==> src/rtl/mem_stage_if.sv <==
// Data-bus request/ack channel between the memory stage and the data memory.
interface mem_stage_if #(
  parameter int ADDR_WIDTH = 32,
  parameter int DATA_WIDTH = 32
);
  logic                    req;
  logic                    we;
  logic [ADDR_WIDTH-1:0]   addr;
  logic [DATA_WIDTH/8-1:0] be;
  logic [DATA_WIDTH-1:0]   wdata;
  logic                    ack;
  logic [DATA_WIDTH-1:0]   rdata;

  modport master (output req, we, addr, be, wdata, input ack, rdata);
  modport slave  (input req, we, addr, be, wdata, output ack, rdata);
endinterface

==> src/rtl/mem_stage.sv <==
// Memory-access stage: issues loads/stores on the data bus with lane steering,
// stalls the pipe while an access is outstanding, and registers the writeback triple.
module mem_stage #(
  parameter int ADDR_WIDTH = 32,
  parameter int DATA_WIDTH = 32,
  parameter int TIMEOUT    = 255
) (
  input  logic                  clk_i,
  input  logic                  rst_i,
  input  logic                  mem_we_i,
  input  logic [ADDR_WIDTH-1:0] mem_addr_i,
  input  logic [DATA_WIDTH-1:0] mem_data_i,
  input  logic [3:0]            mem_op_i,
  input  logic [4:0]            reg_waddr_i,
  input  logic                  reg_we_i,
  input  logic [DATA_WIDTH-1:0] reg_wdata_i,
  mem_stage_if.master           dbus,
  output logic [4:0]            reg_waddr_o,
  output logic                  reg_we_o,
  output logic [DATA_WIDTH-1:0] reg_wdata_o,
  output logic                  stallreq_o,
  output logic                  excp_misalign_o,
  output logic                  excp_buserr_o
);
  localparam logic [3:0] OP_LB = 4'd1, OP_LH = 4'd2, OP_LW = 4'd3, OP_LBU = 4'd4,
                         OP_LHU = 4'd5, OP_SB = 4'd6, OP_SH = 4'd7, OP_SW = 4'd8;

  typedef enum logic {S_IDLE, S_BUS} state_t;
  state_t r_state, w_state_nxt;

  logic                  r_req, r_dwe, r_mis, r_berr, r_we;
  logic [ADDR_WIDTH-1:0] r_addr;
  logic [3:0]            r_be, r_op;
  logic [31:0]           r_wd, r_wdata, r_cnt;
  logic [1:0]            r_alo;
  logic [4:0]            r_rd, r_waddr;

  logic        w_is_ld, w_is_st, w_is_mem, w_misal, w_start, w_done, w_tmo;
  logic [3:0]  w_be;
  logic [31:0] w_wd, w_ld;
  logic [7:0]  w_byte;
  logic [15:0] w_half;
  logic        w_unused;

  // Store direction comes from the op decode; the separate store flag is redundant.
  assign w_unused = mem_we_i;

  always_comb begin
    w_is_ld  = (mem_op_i >= OP_LB) && (mem_op_i <= OP_LHU);
    w_is_st  = (mem_op_i >= OP_SB) && (mem_op_i <= OP_SW);
    w_is_mem = w_is_ld || w_is_st;
    w_misal  = (((mem_op_i == OP_LH) || (mem_op_i == OP_LHU) || (mem_op_i == OP_SH)) && mem_addr_i[0])
            || (((mem_op_i == OP_LW) || (mem_op_i == OP_SW)) && (mem_addr_i[1:0] != 2'b00));
    w_be = 4'b1111;
    w_wd = '0;
    case (mem_op_i)
      OP_SB:   begin w_wd = {4{mem_data_i[7:0]}};  w_be = 4'b0001 << mem_addr_i[1:0]; end
      OP_SH:   begin w_wd = {2{mem_data_i[15:0]}}; w_be = mem_addr_i[1] ? 4'b1100 : 4'b0011; end
      OP_SW:   w_wd = mem_data_i;
      default: ;
    endcase
  end

  always_comb begin
    case (r_alo)
      2'd0:    w_byte = dbus.rdata[7:0];
      2'd1:    w_byte = dbus.rdata[15:8];
      2'd2:    w_byte = dbus.rdata[23:16];
      default: w_byte = dbus.rdata[31:24];
    endcase
    w_half = r_alo[1] ? dbus.rdata[31:16] : dbus.rdata[15:0];
    case (r_op)
      OP_LB:   w_ld = {{24{w_byte[7]}}, w_byte};
      OP_LBU:  w_ld = {24'd0, w_byte};
      OP_LH:   w_ld = {{16{w_half[15]}}, w_half};
      OP_LHU:  w_ld = {16'd0, w_half};
      default: w_ld = dbus.rdata;
    endcase
  end

  always_comb begin
    w_state_nxt = r_state;
    w_start     = 1'b0;
    w_done      = 1'b0;
    w_tmo       = 1'b0;
    case (r_state)
      S_IDLE: if (w_is_mem && !w_misal) begin w_start = 1'b1; w_state_nxt = S_BUS; end
      S_BUS: begin
        if (dbus.ack) begin
          w_done = 1'b1;
          w_state_nxt = S_IDLE;
        end else if ((TIMEOUT != 0) && (r_cnt == 32'(TIMEOUT - 1))) begin
          w_tmo = 1'b1;
          w_state_nxt = S_IDLE;
        end
      end
      default: w_state_nxt = S_IDLE;
    endcase
  end

  always_ff @(posedge clk_i) begin
    if (!rst_i) r_state <= S_IDLE;
    else        r_state <= w_state_nxt;
  end

  always_ff @(posedge clk_i) begin
    if (!rst_i) begin
      r_req <= 1'b0; r_dwe <= 1'b0; r_addr <= '0; r_be <= '0; r_wd <= '0;
      r_op <= '0; r_alo <= '0; r_rd <= '0; r_cnt <= '0;
      r_waddr <= '0; r_we <= 1'b0; r_wdata <= '0; r_mis <= 1'b0; r_berr <= 1'b0;
    end else begin
      r_mis  <= 1'b0;
      r_berr <= 1'b0;
      if (r_state == S_IDLE) begin
        if (!w_is_mem) begin
          r_waddr <= reg_waddr_i;
          r_we    <= reg_we_i;
          r_wdata <= reg_wdata_i;
        end else begin
          r_we <= 1'b0;
          if (w_misal) r_mis <= 1'b1;
          if (w_start) begin
            r_req  <= 1'b1;
            r_dwe  <= w_is_st;
            r_addr <= {mem_addr_i[ADDR_WIDTH-1:2], 2'b00};
            r_be   <= w_be;
            r_wd   <= w_wd;
            r_op   <= mem_op_i;
            r_alo  <= mem_addr_i[1:0];
            r_rd   <= reg_waddr_i;
            r_cnt  <= '0;
          end
        end
      end else begin
        r_we <= 1'b0;
        if (w_done) begin
          r_req <= 1'b0;
          if (!r_dwe) begin
            r_we    <= 1'b1;
            r_waddr <= r_rd;
            r_wdata <= w_ld;
          end
        end else if (w_tmo) begin
          r_req  <= 1'b0;
          r_berr <= 1'b1;
        end else begin
          r_cnt <= r_cnt + 32'd1;
        end
      end
    end
  end

  assign dbus.req        = r_req;
  assign dbus.we         = r_dwe;
  assign dbus.addr       = r_addr;
  assign dbus.be         = r_be;
  assign dbus.wdata      = r_wd;
  assign reg_waddr_o     = r_waddr;
  assign reg_we_o        = r_we;
  assign reg_wdata_o     = r_wdata;
  assign excp_misalign_o = r_mis;
  assign excp_buserr_o   = r_berr;
  // A pending access stalls until the ack cycle itself, so the frozen op advances on the ack edge.
  assign stallreq_o      = rst_i & ((r_state == S_IDLE) ? w_start : ~dbus.ack);
endmodule

==> src/flat_wrapper.sv <==
// flat-port wrapper written by rule: the top's interface ports become plain ports
module mem_stage_flat 
#(
  parameter int ADDR_WIDTH = 32,
  parameter int DATA_WIDTH = 32,
  parameter int TIMEOUT    = 255
)
  (clk_i, rst_i, mem_we_i, mem_addr_i, mem_data_i, mem_op_i, reg_waddr_i, reg_we_i, reg_wdata_i, reg_waddr_o, reg_we_o, reg_wdata_o, stallreq_o, excp_misalign_o, excp_buserr_o, dbus_req, dbus_we, dbus_addr, dbus_be, dbus_wdata, dbus_ack, dbus_rdata);
  mem_stage_if #(.ADDR_WIDTH(ADDR_WIDTH), .DATA_WIDTH(DATA_WIDTH)) dbus_i ();
  input  logic clk_i;
  input  logic rst_i;
  input  logic mem_we_i;
  input  logic [ADDR_WIDTH-1:0] mem_addr_i;
  input  logic [DATA_WIDTH-1:0] mem_data_i;
  input  logic [3:0] mem_op_i;
  input  logic [4:0] reg_waddr_i;
  input  logic reg_we_i;
  input  logic [DATA_WIDTH-1:0] reg_wdata_i;
  output logic [4:0] reg_waddr_o;
  output logic reg_we_o;
  output logic [DATA_WIDTH-1:0] reg_wdata_o;
  output logic stallreq_o;
  output logic excp_misalign_o;
  output logic excp_buserr_o;
  output wire logic [$bits(dbus_i.req)-1:0] dbus_req;
  output wire logic [$bits(dbus_i.we)-1:0] dbus_we;
  output wire logic [$bits(dbus_i.addr)-1:0] dbus_addr;
  output wire logic [$bits(dbus_i.be)-1:0] dbus_be;
  output wire logic [$bits(dbus_i.wdata)-1:0] dbus_wdata;
  input wire logic [$bits(dbus_i.ack)-1:0] dbus_ack;
  input wire logic [$bits(dbus_i.rdata)-1:0] dbus_rdata;
  assign dbus_req = dbus_i.req;
  assign dbus_we = dbus_i.we;
  assign dbus_addr = dbus_i.addr;
  assign dbus_be = dbus_i.be;
  assign dbus_wdata = dbus_i.wdata;
  assign dbus_i.ack = dbus_ack;
  assign dbus_i.rdata = dbus_rdata;
  mem_stage #(.ADDR_WIDTH(ADDR_WIDTH), .DATA_WIDTH(DATA_WIDTH), .TIMEOUT(TIMEOUT)) u_core (.clk_i(clk_i), .rst_i(rst_i), .mem_we_i(mem_we_i), .mem_addr_i(mem_addr_i), .mem_data_i(mem_data_i), .mem_op_i(mem_op_i), .reg_waddr_i(reg_waddr_i), .reg_we_i(reg_we_i), .reg_wdata_i(reg_wdata_i), .dbus(dbus_i), .reg_waddr_o(reg_waddr_o), .reg_we_o(reg_we_o), .reg_wdata_o(reg_wdata_o), .stallreq_o(stallreq_o), .excp_misalign_o(excp_misalign_o), .excp_buserr_o(excp_buserr_o));
endmodule
==> config.mk <==
export PLATFORM = sky130hd
export DESIGN_NAME = mem_stage_flat
export DESIGN_NICKNAME = d
export VERILOG_FILES = /design/src/rtl/mem_stage_if.sv /design/src/rtl/mem_stage.sv /design/src/flat_wrapper.sv
export SDC_FILE = /design/constraint.sdc
export NUM_CORES = 1
export LEC_CHECK = 0
export BUFFER_PORTS_ARGS = -buffer_cell sky130_fd_sc_hd__buf_2
export CORE_MARGIN = 1.5
export CORE_UTILIZATION = 54
export DETAILED_ROUTE_END_ITERATION = 8
export GPL_ROUTABILITY_DRIVEN = 1
export GPL_TIMING_DRIVEN = 0
export PLACE_DENSITY = 0.85
export RECOVER_POWER = 50
export REMOVE_ABC_BUFFERS = 1
export SYNTH_ARGS = -nofsm -noshare
export SYNTH_HDL_FRONTEND = slang
export SYNTH_SLANG_ARGS = --single-unit
export TNS_END_PERCENT = 1
==> constraint.sdc <==
create_clock -name clk_i -period 4.8 [get_ports clk_i]
set_input_delay 0.96 -clock clk_i [delete_from_list [all_inputs] [get_ports clk_i]]
set_output_delay 0.96 -clock clk_i [all_outputs]
set_load 0.005 [all_outputs]
==> impl_metrics.yaml, run 1 <==
status:
  outcome: "complete, but fails checks"
  violations: "max-capacitance violations, max-slew violations"
global_route:
  grt_pass1_vias: 6615
  grt_pass1_wl_um: 31770
  gr-usage-met2_pct: 45.68
  grtUsageTotal_pct: 27.72
  grt_max_degree: 99
  grtUsageMet3_pct: 6.226
  busiest_layer: "met2"
  overflow: 0
  antenna_found_initial: 1
  met1_usage_pct: 34.89
timing:
  rsz0062_at_grt: "false"
  worst_slew_pin_slew_ns: 1.783
  finalCriticalPeriod_ns: 4.494
  finalCritPeriodShare_pct: 93.63
  fin_hold_ws_ns: 0.4512
  fin_worst_skew_ns: 0.008062
  setup_violations: 0
  slew_viol_final: 27
  setup-tns-final_ns: 0
  fmax_mhz: 222.5
  slew_headroom_pct: -19.29
  finalHoldViolations: 0
floorplanning:
  rows: 42
  die_h_um: 118.8
  core_area_um2: 13140
  die_area_um2: 14110
  dieWidth_um: 118.8
  initial_utilization_pct: 55.09
  io_pins: 253
cts:
  clk_path_buf_depth: 2
  cts_root_buffer: "clkbuf_16"
  ctsResizeCount: 0
  clk_pin_slew_worst_paths_ns: 0.06
  htree_levels: 4
  cts_setup_buffers: 0
  cts.sinks: 152
  cts_tree: "done"
  cts_buffers: 17
  clock_latency_ns: 0.41
  hold_buffers: 0
logic_synthesis:
  synth_top_flop_cell: "dfxtp_1"
  yosysMostFrequentCell: "dfxtp_1"
  synth_area_leader_cell: "dfxtp_1"
  seq_area_frac_synth_pct: 42.05
  syn_area_um2: 7237
  synth-edff-count: 0
  syn_inst: 820
  synth_top_area_share_pct: 42.05
  synth_area_leaders: "dfxtp_1, nand2_1, nor2_1, a21boi_0, xnor2_1"
  synth_seq_cells: 152
  synth_cell_type_count: 68
  synth_warnings: 0
  ys_top_cells_by_count: "dfxtp_1, nand2_1, nor2_1"
  syn_area_per_cell_um2: 8.826
  synth-async-reset-ratio_pct: 0
pwr:
  power_density_nw_per_um2: 352.0
  power.total_mw: 3.141
  peakVddDrop_uv: 218.0
  p_leak_nw: 3.577
detailed_routing:
  drt_first_pass_iters: 5
  wl_um: 19700
  drc: 0
  via_count: 7031
  viasPerCell: 5.782
  ant_nets: 0
  routedWlPerCell_um: 16.20
  drtIter0Drc: 539
worst_setup_path:
  crit_fanout: 54
  worst_setup_path_start_kind: "input port"
  worstSetupEndpointType: "output port"
  cp.required_ns: 3.84
  crit_arrival_ns: 3.53
  path_class: "input port to output port"
layout:
  regArea_um2: 3044
  areaGrowthSynthToFinish_pct: 23.31
  nNetsFinal: 1171
  drive_gt1_share_pct: 24.35
  multiInputGateArea_um2: 3740
  final_core_util_pct: 67.92
  n_fill_cell: 1138
  fin_cells: 1216
place:
  hpwl_um: 13200
  numPortBuffers: 249
  place_congestion: 0.8046
  dp_cells: 1183
worst_hold_path:
  min_path_type: "register to register"
flow_run:
  maxCapViolCount: 2
cells by family (layout without fill, tap and decap cells):
| logic type | count (synthesis) | count (layout) | share of synthesized area, % |
|---|---|---|---|
| buffers and inverters | 102 | 319 | 6.466 |
| AOI/OAI and AO/OA | 226 | 226 | 24.05 |
| and+or+nand+nor | 286 | 287 | 19.02 |
| xor gates and xnor gates | 25 | 25 | 3.026 |
| adders and majority gates | 2 | 2 | 0.3457 |
| other | 1 | 3 | 0.05182 |
| muxes | 26 | 26 | 4.996 |
| DFF | 152 | 152 | 42.05 |
report_power, final:
| group | switching (mW) | internal, mW |
|---|---|---|
| clock | 0.525 | 0.737 |
| combinational | 0.284 | 0.204 |
| sequential | 0.0508 | 1.34 |
| total | 0.860 | 2.28 |
final timing paths:
| check | endpoint | startpoint | slack [ns] | cells past startpoint |
|---|---|---|---|---|
| worst max-delay path | stallreq_o | mem_op_i[0] | 0.31 | 6 |
| worst min-delay path | u_core.r_rd[2] | u_core.r_rd[2] | 0.45 | 2 |
| worst max register to register | u_core.reg_wdata_o[23] | u_core.r_state | 1.73 | 6 |
| worst min register to register | u_core.r_rd[2] | u_core.r_rd[2] | 0.45 | 2 |
flip-flops by register name, summed over array words and instances (netlist names):
| name | flops |
|---|---|
| u_core.excp_misalign_o | 1 |
| u_core.r_cnt | 32 |
| u_core.dbus.wdata | 32 |
| u_core.r_state | 1 |
| u_core.dbus.be | 4 |
| u_core.r_alo | 2 |
| u_core.r_rd | 5 |
| u_core.dbus.addr | 30 |
| u_core.reg_wdata_o | 32 |
| u_core.r_op | 4 |
| u_core.dbus.we | 1 |
| u_core.reg_waddr_o | 5 |
| u_core.reg_we_o | 1 |
| u_core.dbus.req | 1 |
| u_core.excp_buserr_o | 1 |
metal layers:
layer  routed length (um)  part of all wire [%]
met1                 8386                    43
met2                 9191                    47
met3                 1555                   7.9
met4                  565                   2.9
met5                    0                     0
cells in the final DEF, fill, tap and decap left out, drive strengths merged, types with 24 or more instances in the layout:
cell type	instances
o21ai	24
dfxtp	152
xnor2	24
a21boi	43
nor2	86
a21oi	39
clkbuf	80
nand2	107
inv	37
buf	192
critical path, cell delays in order:
cell and delay, ns:
buf_2 0.27, nor4b_4 0.74, o21ai_1 0.23, nand3_2 0.84, a21boi_0 0.24, buf_2 0.20
stage by stage:
stage	cell area [um2]	worst slack (ns)
floorplan	6908	1.114
global placement	8374	-0.2268
detailed placement	8436	-0.2152
global route	8924	0.07363
finish	8924	0.3060
CTS	9007	0.2591
layout make-up:
class | count | share of cell area (%)
Multi-Input combinational cell | 568 | 41.91
Inverter | 36 | 1.514
Clock buffer | 20 | 5.118
Timing Repair Buffer | 252 | 13.73
Clock inverter | 11 | 1.122
Tap cell | 176 | 2.468
Sequential cell | 152 | 34.11
Antenna cell | 1 | 0.02804
Note: power is estimated with default switching activity, not from simulation.
==> inputs of run 2 (changes only) <==
- CORE_UTILIZATION: 54 -> 25
- CTS_CLUSTER_DIAMETER: not set -> 30
- PLACE_DENSITY: 0.85 -> not set
==> impl_metrics.yaml, run 2 (synthesis gave the netlist of run 1 again) <==
pwr:
  p_leak_nw: 3.609
  power.total_mw: 3.279
  power_density_nw_per_um2: 354.4
  peakVddDrop_uv: 178.1
worst_hold_path:
  min_path_cells: 2
  min_path_type: "register to register"
  hold_end: "u_core.reg_wdata_o[31]"
  hold_start: "u_core.reg_wdata_o[31]"
worst_setup_path:
  r2r_slack_ns: 1.24
  crit_fanout: 36
  timing.rr.start: "u_core.r_state"
  worstSetupEndpointType: "output port"
  cp.required_ns: 3.84
  reg2reg_depth: 6
  crit_arrival_ns: 3.31
  rr_endpoint: "u_core.dbus.addr[27]"
  worst_setup_path_start_kind: "input port"
  path_class: "input port to output port"
timing:
  finalWorstSetupSlack_ns: 0.5275
  fin_worst_skew_ns: 0.01055
  slew_headroom_pct: -6.775
  slew_viol_final: 31
  worst_slew_pin_slew_ns: 1.602
  setup-tns-final_ns: 0
  finalHoldViolations: 0
  fmax_mhz: 234.1
  setup_violations: 0
  finalCritPeriodShare_pct: 89.01
  finalCriticalPeriod_ns: 4.273
  rsz0062_at_grt: "false"
status:
  outcome: "complete, but fails checks"
  violations: "max-capacitance violations, max-slew violations"
cts:
  cts_setup_buffers: 0
  cts_buffers: 17
  cts.sinks: 152
  hold_buffers: 0
  clk_path_buf_depth: 2
  clk_pin_slew_worst_paths_ns: 0.06
  clock_latency_ns: 0.42
  htree_levels: 4
  ctsResizeCount: 0
  cts_root_buffer: "clkbuf_16"
  cts_tree: "done"
global_route:
  gr-usage-met2_pct: 24.68
  grt_max_degree: 75
  overflow: 0
  busiest_layer: "met2"
  met1_usage_pct: 19.10
  grt_pass1_wl_um: 35520
  grtUsageMet3_pct: 3.474
  grt_pass1_vias: 6555
  antenna_found_initial: 4
  grtUsageTotal_pct: 14.96
layout:
  n_fill_cell: 3038
  drive_gt1_share_pct: 24.28
  nNetsFinal: 1173
  fin_cells: 1428
  final_common_cell: "buf_2"
  areaGrowthSynthToFinish_pct: 27.85
  mostFrequentLayoutCells: "buf_2, dfxtp_1, nand2_1, nor2_1, clkbuf_1"
floorplanning:
  die_h_um: 173.1
  dieWidth_um: 173.1
  initial_utilization_pct: 25.28
  core_area_um2: 28630
  rows: 62
  io_pins: 253
  die_area_um2: 29980
place:
  dp_cells: 1393
  dp_slack_ns: 0.001307
  hpwl_um: 15700
  numPortBuffers: 249
  place_congestion: 0.7776
detailed_routing:
  drtIter0Drc: 341
  drc: 0
  drt_first_pass_iters: 7
  ant_nets: 0
  wl_um: 22780
  viasPerCell: 4.758
  routedWlPerCell_um: 15.95
  via_count: 6795
flow_run:
  maxCapViolCount: 1
==> run 2: cell count changes in the layout (fill, tap and decap cells not counted), sizes merged <==
cell      before  now
nor4b          6    5
clkbuf        80   82
bufinv         1    2
inv           37   42
diode          1    2
buf          192  191
clkinvlp       5    2
==> run 2: worst max path at each step <==
stage,startpoint,endpoint,slack (ns),depth (start not counted)
6_report,mem_op_i[0],stallreq_o,0.53,8
5_1_grt,mem_op_i[0],stallreq_o,0.29,8
4_1_cts,mem_op_i[0],stallreq_o,0.11,7
3_5_place_dp,mem_op_i[0],u_core.r_cnt[3],0.001,7
3_3_place_gp,mem_op_i[0],u_core.r_cnt[3],-0.59,6
2_1_floorplan,mem_op_i[0],stallreq_o,1.11,4
==> run 2: final cells by class <==
class	instances	area [um2]	area share [%]
multi-input combinational	567	3727	40.28
sequential	152	3044	32.90
timing repair buffer	255	1267	13.70
tap	384	480.5	5.193
clock buffer	18	429.2	4.638
clock inverter	14	163.9	1.771
inverter	36	135.1	1.460
antenna	2	5.005	0.05409
==> run 2: report_power, final <==
group / total, mW / internal, mW / leakage (nW) / switching [mW]
registers: 1.39 / 1.34 / 1.24 / 0.0552
clock network: 1.39 / 0.783 / 0.286 / 0.604
logic: 0.498 / 0.206 / 2.08 / 0.292
total: 3.28 / 2.33 / 3.61 / 0.951
==> run 2: metrics by stage <==
stage | instance area [um2] | util, % | hold WS, ns
4_1_cts | 9331 | 32.60 | 0.4584
3_3_place_gp | 8635 | 30.16 | 0.4386
5_1_grt | 9250 | 32.31 | 0.4742
3_5_place_dp | 8738 | 30.53 | 0.4440
6_report | 9253 | 32.32 | 0.4544
2_1_floorplan | 6908 | - | 0.4347
==> run 2: per-layer routing <==
layer	routed length [um]	share of wire, %
met2	10640	47
met1	10480	46
met3	1198	5.3
met4	443	1.9
met5	20	0.088
==> run 2: worst max-delay path: stages <==
cell      delay [ns]
buf_2           0.27
nor4b_4         0.76
buf_8           0.25
o21ai_0         0.16
nand3_2         0.36
buf_12          0.28
a21boi_0        0.11
buf_2           0.14
